### config.mk
export PLATFORM = sky130hd
export DESIGN_NAME = mux_nto1_rr
export DESIGN_NICKNAME = d
export VERILOG_FILES = /design/src/rtl/mux_nto1_rr.sv
export SDC_FILE = /design/constraint.sdc
export NUM_CORES = 1
export LEC_CHECK = 0
export ABC_AREA = 1
export BUFFER_PORTS_ARGS = -buffer_cell sky130_fd_sc_hd__buf_2
export CORE_ASPECT_RATIO = 0.6
export CORE_MARGIN = 4
export CORE_UTILIZATION = 48
export DETAILED_ROUTE_END_ITERATION = 10
export GPL_TIMING_DRIVEN = 0
export PLACE_DENSITY = 0.85
export SYNTH_ARGS = -nofsm -noshare
export SYNTH_HDL_FRONTEND = slang
export SYNTH_SLANG_ARGS = --single-unit
### constraint.sdc
create_clock -name clk -period 2.51 [get_ports clk]
set_clock_uncertainty 0.15 [all_clocks]
set_input_delay 0.502 -clock clk [delete_from_list [all_inputs] [get_ports clk]]
set_output_delay 0.502 -clock clk [all_outputs]
set_load 0.05 [all_outputs]
### src/rtl/mux_nto1_rr.sv
// mux_nto1_rr
// -----------------------------------------------------------------------------
// N-channel to 1 multiplexer with a single registered output stage and a
// valid/ready handshake on every port. The source channel comes either from a
// fixed select input (mode = 0) or from a round-robin arbiter (mode = 1).
// Multi-beat packets stay locked to their channel until the last beat.
//
// Ports
//   clk        rising-edge clock
//   rst_n      asynchronous active-low reset
//   mode       0 = fixed select, 1 = round-robin
//   sel        channel index used in fixed-select mode
//   in_valid   per-channel beat valid
//   in_data    per-channel data, channel i at [i*WIDTH +: WIDTH]
//   in_last    per-channel last-beat-of-packet flag
//   in_ready   per-channel accept (at most one-hot, depends on out_ready)
//   out_valid  output register holds a beat
//   out_data   registered data
//   out_ch     source channel of out_data
//   out_last   registered last flag
//   out_ready  consumer accepts the output beat
// -----------------------------------------------------------------------------
module mux_nto1_rr #(
  parameter int WIDTH = 8,
  parameter int NCH   = 4,
  parameter int SELW  = $clog2(NCH)
) (
  input  logic                   clk,
  input  logic                   rst_n,
  input  logic                   mode,
  input  logic [SELW-1:0]        sel,
  input  logic [NCH-1:0]         in_valid,
  input  logic [NCH*WIDTH-1:0]   in_data,
  input  logic [NCH-1:0]         in_last,
  output logic [NCH-1:0]         in_ready,
  output logic                   out_valid,
  output logic [WIDTH-1:0]       out_data,
  output logic [SELW-1:0]        out_ch,
  output logic                   out_last,
  input  logic                   out_ready
);

  typedef enum logic {
    IDLE   = 1'b0,
    LOCKED = 1'b1
  } state_t;

  localparam logic [SELW:0] NCH_W = (SELW+1)'(NCH);
  localparam logic [SELW-1:0] LAST_CH = SELW'(NCH - 1);

  state_t            state_q, state_d;
  logic [SELW-1:0]   lock_ch_q, lock_ch_d;
  logic [SELW-1:0]   ptr_q, ptr_d;
  logic              out_valid_q, out_valid_d;
  logic [WIDTH-1:0]  out_data_q, out_data_d;
  logic [SELW-1:0]   out_ch_q, out_ch_d;
  logic              out_last_q, out_last_d;

  logic [WIDTH-1:0]  ch_data [NCH];
  logic [SELW-1:0]   rr_idx;
  logic              rr_hit;
  logic [SELW-1:0]   grant_idx;
  logic              grant_any;
  logic              grant_last;
  logic              sel_ok;
  logic              load;

  // Unpack the flat data bus so the granted channel can be picked by index.
  generate
    for (genvar gi = 0; gi < NCH; gi++) begin : g_unpack
      assign ch_data[gi] = in_data[gi*WIDTH +: WIDTH];
    end
  endgenerate

  // Round-robin search: walk downward so the lowest offset from ptr wins.
  always_comb begin
    int j;
    rr_idx = '0;
    rr_hit = 1'b0;
    for (int k = NCH - 1; k >= 0; k--) begin
      j = int'(ptr_q) + k;
      if (j >= NCH) j = j - NCH;
      if (in_valid[j]) begin
        rr_hit = 1'b1;
        rr_idx = SELW'(j);
      end
    end
  end

  // An out-of-range select (possible when NCH is not a power of two) never grants.
  assign sel_ok = ({1'b0, sel} < NCH_W);

  // Grant selection: a lock overrides mode and sel entirely.
  always_comb begin
    grant_idx = '0;
    grant_any = 1'b0;
    if (state_q == LOCKED) begin
      grant_idx = lock_ch_q;
      grant_any = in_valid[lock_ch_q];
    end else if (!mode) begin
      if (sel_ok) begin
        grant_idx = sel;
        grant_any = in_valid[sel];
      end
    end else begin
      grant_idx = rr_idx;
      grant_any = rr_hit;
    end
  end

  assign grant_last = in_last[grant_idx];

  // The output register can take a new beat when empty or draining this cycle.
  assign load = (!out_valid_q | out_ready) & grant_any;

  // rst_n gating keeps every in_ready low while reset is held.
  generate
    for (genvar gi = 0; gi < NCH; gi++) begin : g_ready
      assign in_ready[gi] = rst_n & load & (grant_idx == SELW'(gi));
    end
  endgenerate

  always_comb begin
    state_d     = state_q;
    lock_ch_d   = lock_ch_q;
    ptr_d       = ptr_q;
    out_valid_d = out_valid_q;
    out_data_d  = out_data_q;
    out_ch_d    = out_ch_q;
    out_last_d  = out_last_q;

    if (load) begin
      out_valid_d = 1'b1;
      out_data_d  = ch_data[grant_idx];
      out_ch_d    = grant_idx;
      out_last_d  = grant_last;

      case (state_q)
        IDLE: begin
          if (!grant_last) begin
            state_d   = LOCKED;
            lock_ch_d = grant_idx;
          end
        end
        LOCKED: begin
          if (grant_last) state_d = IDLE;
        end
        default: state_d = IDLE;
      endcase

      // The pointer only advances at packet boundaries so a packet is never split.
      if (mode && grant_last) begin
        ptr_d = (grant_idx == LAST_CH) ? '0 : grant_idx + SELW'(1);
      end
    end else if (out_ready) begin
      // Drained with nothing to replace it; payload registers keep their value.
      out_valid_d = 1'b0;
    end
  end

  always_ff @(posedge clk or negedge rst_n) begin
    if (!rst_n) begin
      state_q     <= IDLE;
      lock_ch_q   <= '0;
      ptr_q       <= '0;
      out_valid_q <= 1'b0;
      out_data_q  <= '0;
      out_ch_q    <= '0;
      out_last_q  <= 1'b0;
    end else begin
      state_q     <= state_d;
      lock_ch_q   <= lock_ch_d;
      ptr_q       <= ptr_d;
      out_valid_q <= out_valid_d;
      out_data_q  <= out_data_d;
      out_ch_q    <= out_ch_d;
      out_last_q  <= out_last_d;
    end
  end

  assign out_valid = out_valid_q;
  assign out_data  = out_data_q;
  assign out_ch    = out_ch_q;
  assign out_last  = out_last_q;

endmodule

**Yosys cells after proc, flatten, opt, wreduce, memory -nomap -nowiden**

Cells that the tools add are included.

- $lt $le $gt $ge: 12
- Add/sub/neg operators: 8
- Multiplexer cells: 41
- Equality and inequality tests: 3
- Bitwise operators: 10
- Reductions and logical operators: 6

Operators by type and width:

| cell | number |
|---|---|
| $lt A32 B4 Y1 const B | 4 |
| $mux W32 | 4 |
| $mux W1 | 20 |
| $bmux W8 S2 | 1 |
| $mux W8 | 2 |
| $bmux W1 S2 | 7 |
| $mux W2 | 7 |
| $ge A3 B3 Y1 const B | 4 |
| $sub A3 B3 Y4 const B | 3 |
| $lt A2 B3 Y1 const B | 3 |
| $add A2 B2 Y3 const B | 2 |
| $and A1 B1 Y1 | 6 |
| $eq A2 B2 Y1 const B | 2 |
| $sub A2 B3 Y4 const B | 1 |
| $add A2 B1 Y3 const B | 1 |
| $ge A2 B3 Y1 const B | 1 |
| $not A2 Y3 | 1 |
| $reduce_and A3 Y1 | 1 |
| $add A2 B1 Y2 const B | 1 |
| $eq A2 B1 Y1 const B | 1 |
| $logic_not A2 Y1 | 1 |
| $not A1 Y1 | 2 |
| $reduce_and A2 Y1 | 1 |
| $reduce_bool A2 Y1 | 1 |
| other kinds (3) | 3 |

- Word-level logic and storage cells: 87
- Bits in registers: 17
- Output and inout bits: 16
- Input port bits: 46

**Logic depth before layout (Yosys ltp)**

- Word-level depth: 16
- Depth in mapped cells: 18
- Depth with buffers taken out: 17

**Worst setup path before layout**

No wires, ideal clock.

- Path kind: input port to output port
- Start point: input in_valid[0]
- End point: output in_ready[3]
- Path buffers: 1
- Stages: 14
- Data required time: 1.858 ns
- Data arrival time: 2.349 ns
- Path slack: -0.491 ns
- Cells stage by stage: inv_1 > nand2_1 > and2_1 > nand2_1 > nand2_1 > nor2_1 > nand2_1 > nand3_2 > nand2_4 > nand2_4 > buf_2 > ha_1 > inv_1 > nor2_1

- Elaborated cells on any way between the ends: 32
- Those cells by class: 1 x eq/ne; 28 x mux; 3 x bitwise

RTL lines:

| what | RTL line | RTL |
|---|---|---|
| start, declared | 32 | `input logic [NCH-1:0] in_valid,` |
| $bmux W1 S2 | 83 | `if (in_valid[j]) begin` |
| $mux W1 (not written as such) (2 in series) | 83 |  |
| $mux W2 (3 in series) | 83 |  |
| $mux W2 * | 83 |  |
| $mux W2 * | 100 | `end else if (!mode) begin` |
| $mux W2 * | 97 | `if (state_q == LOCKED) begin` |
| via grant_idx[0] | 62 | `logic [SELW-1:0] grant_idx;` |
| $eq A2 B2 Y1 * | 119 | `assign in_ready[gi] = rst_n & load & (grant_idx == SELW'(gi));` |
| $and A1 B1 Y1 * | 119 |  |
| end, declared | 35 | `output logic [NCH-1:0] in_ready,` |

The timed path passes the listed nets; every way through them passes the cells marked *. The select of a mux whose other input is x is not followed.

**Final worst setup path**

- Start point: register ptr_q[0]
- End point: output in_ready[3]

- Elaborated cells on any way between the ends: 43
- Those cells by class: 7 x add/sub; 4 x order compare; 1 x eq/ne; 28 x mux; 3 x bitwise

RTL lines:

| what | RTL line | RTL |
|---|---|---|
| start, declared | 53 | `logic [SELW-1:0] ptr_q, ptr_d;` |
| start signal, assigned | 173 | `ptr_q <= ptr_d;` |
| $add A2 B2 Y3 | 81 | `j = int'(ptr_q) + k;` |
| $sub A3 B3 Y4 / $ge A3 B3 Y1 (equally long branches) | 82 | `if (j >= NCH) j = j - NCH;` |
| $mux W32 | 82 |  |
| $bmux W1 S2 | 83 |  |
| $mux W1 (not written as such) (2 in series) | 83 |  |
| $mux W2 (3 in series) | 83 |  |
| $mux W2 * | 83 |  |
| $mux W2 * | 100 |  |
| $mux W2 * | 97 |  |
| via grant_idx[0] | 62 |  |
| $eq A2 B2 Y1 * | 119 |  |
| $and A1 B1 Y1 * | 119 |  |

Marked as above.

==> qor.csv <==
metric,value,unit
VDD IR max,723,uV
vias post-DR,1926,
Place WS,-473,ps
DRC violations left,0,
class of the worst hold path,input pin to asynchronous set/reset pin,
number of port buffers,61,
final setup violating endpoints,4,
effective utilization at floorplan,50.7,%
Max-Cap Viols,0,
Root Buffer,clkbuf_8,
worst r2r path cells,19,
TritonCTS Buffers,3,
post-DR vias/cell,5.36,
kind of cell adding the most delay to the critical path,simple AND/OR/NAND/NOR gates,
"EDFF count, synth",0,
row cnt,15,
CP required,1860,ps
WL final,5160,um
Final period util,115,%
Initial DRC Count,202,
CTS sink count,17,
count of different cell masters after synthesis,25,
slowest CP cell,dfrtp_1,
Buf/Inv on CP,6,
maximum clock insertion buffer count,2,
violated checks,negative setup slack,
Worst setup EP type,primary output,
CTS tree,yes,
NetSw,2000,uW
"count leader, synth",nand2_1,
largest net degree at the start of global routing,19,
dpl hpwl,3250,um
unrepaired setup endpoints after global routing,yes,
run status,"finished, violations left",
CTS Hold Bufs,0,
max-slew violation count,0,
largest family of logic cells by synthesized area,simple AND/OR/NAND/NOR gates,
slew of the pin with the lowest slew margin,468,ps
DIE AREA,0.00405,sq mm
leak pwr,0.00127,uW
Flop pwr share,14.8,%
"slowest stage delay, CP",370,ps
Final Cell Area,0.00230,sq mm
nets,368,
Total Power,3500,uW
critical-path cell list,buf_6 -> clkinv_8 -> nand2_2 -> nand3_2 -> nand2_2 -> inv_2 -> nor2_4 -> nor2_2 -> nand2_1 -> nand3_2 -> nand2_4 -> nand2_8 -> buf_8 -> ha_4 -> inv_2 -> nor2_4 -> buf_8,
cells after synthesis,236,
CP max FO,6,
simple-gate share of the synthesized area,39.6,%
die height,50.9,um
GRT overflow,0,
clock-pin transition on the worst setup and hold timing paths,70,ps
fmax,0.347,GHz
Final min period,2880,ps
RePlAce Congestion,0.921,
top post-synthesis cells by count,"nand2_1, inv_1, nand3_1, dfrtp_1, a21oi_1",
Post-Synth XOR/XNOR Area,0,%
Yosys top cell area share,28.8,%
r2r endpoint,out_data[7]$_DFFE_PN0P_,
post-route worst setup slack,-371,ps
Switching Share,57.1,%
critical path type,flop to primary output,
Seq cells post-synth,17,
P per Cell Area,1520,mW/mm^2
adder-cell share of the synthesized area,3.39,%
mux share of post-synthesis cell area,0,%
vias in the first global route,1522,
launch point of the worst reg-to-reg path,ptr_q[0]$_DFFE_PN0P_,
synthesized area per cell,6.25,sq um
"Seq/Total Area, Yosys",28.8,%
Crit. path cell count,17,
WL/cell,14.4,um
drt first pass iters,5,
Max-slew headroom,68.8,%
Mapped Nets,286,
synth warn,0,
clk_lat worst skew,250,ps
initial antenna violation count,0,
Die Width,79.6,um
core footprint,0.00291,sq mm
Netlist Area Pre-Place,0.00148,sq mm
total track usage,22.0,%
crit path launch,ptr_q[0]$_DFFE_PN0P_,
crit path to,in_ready[3],
# IOs,62,
ys flop type,dfrtp_1,
Logic pwr share,79.4,%
final hold vios,0,
Area Overhead vs Synth,55.7,%
Setup TNS,-1440,ps
Power Internal,1500,uW
CP startpoint kind,flop,
ratio of cells with drive above 1 in the final layout,45.1,%
Synth async-reset ratio,100,%
register-to-register setup slack,20,ps
global-route wire length before repair,7010,um
post-route ant nets,0,
Yosys top cell by area,dfrtp_1,
critical path arrival,2230,ps
Compound-Gate Fraction of Synth Area,14.8,%
Clock Power Share,5.8,%
ANT cells,0,
Post-DP Area,0.00187,sq mm
H-tree depth reported by CTS,1,
synth top area cells,"dfrtp_1, nand2_1, inv_1",
final hold slack,43.1,ps
==> worst min-delay path by stage <==
stage,slack [ps],to,startpoint
5_1_grt,60,out_data[5]$_DFFE_PN0P_,rst_n
2_1_floorplan,60,lock_ch_q[0]$_DFFE_PN0P_,rst_n
3_3_place_gp,290,out_data[5]$_DFFE_PN0P_,rst_n
3_5_place_dp,290,out_data[5]$_DFFE_PN0P_,rst_n
6_report,40,out_data[5]$_DFFE_PN0P_,rst_n
4_1_cts,40,out_data[4]$_DFFE_PN0P_,rst_n
==> cell type report <==
type | instances | area (sq um)
well taps | 42 | 52.6
plain buffers | 6 | 61.3
repair buffers | 78 | 470
fillers | 195 | 612
flip-flops and latches | 17 | 427
clock inverters | 1 | 5.00
inverters | 36 | 165
multi-input cells | 176 | 1070
clock buffers | 3 | 41.3
==> state kept, by name, indices dropped and copies added (netlist names) <==
register,count
state_q,1
ptr_q,2
out_data,8
lock_ch_q,2
out_ch,2
out_valid,1
out_last,1
==> cell usage in the layout, fill, tap and decap left out, types with 6 or more instances in the layout <==
cell type | netlist | routed
nand2_1 | 92 | 73
buf_2 | 2 | 59
inv_1 | 31 | 26
buf_4 | 2 | 17
dfrtp_1 | 17 | 16
nand3_1 | 19 | 15
a21oi_1 | 14 | 14
nand2_2 | 5 | 12
nand2_4 | 2 | 12
o211ai_1 | 8 | 8
nor2_4 | 0 | 6
==> power groups by stage <==
stage / sequential, uW / clock (uW) / combinational (uW)
after floorplan: 817 / 0 / 1280
after global placement: 506 / 0 / 2010
after detailed placement: 507 / 0 / 2040
after CTS: 508 / 205 / 2270
after global routing: 529 / 221 / 2990
final: 518 / 204 / 2780
==> per-layer routing <==
layer  vias up  share of wire [%]  GRT usage [%]
met5         -                  0              0
met4         0                1.8           3.43
met3        14                9.0           4.93
met1       871                 43           34.5
li1        915                  -              -
met2       126                 46           30.7
==> stage by stage <==
stage	instances	util [%]
after floorplan	236	-
after global placement	339	64.3
after detailed placement	339	64.3
after CTS	351	70.5
after global routing	359	79.0
final	359	79.0
==> timing repair <==
item	in CTS	in global routing
pin swaps	0	17
endpoints found under the setup margin	4	4
buffers inserted	8	8
cloned	1	0
gates resized for setup	25	51
==> cells by family (layout without fill, tap and decap cells) <==
family / after synthesis / in the layout
fa+ha+maj: 4 / 4
compound gates: 37 / 37
flops: 17 / 17
buf+inv: 43 / 124
simple gates: 135 / 135
==> worst reg2reg max path: cells and delay by family, from the launching register on <==
family,cells,cell delay (ps)
and+or+nand+nor,12,1020
DFF,1,370
AOI/OAI and AO/OA,1,110
buffers and inverters,6,740
(Power assumes the default switching activity.)
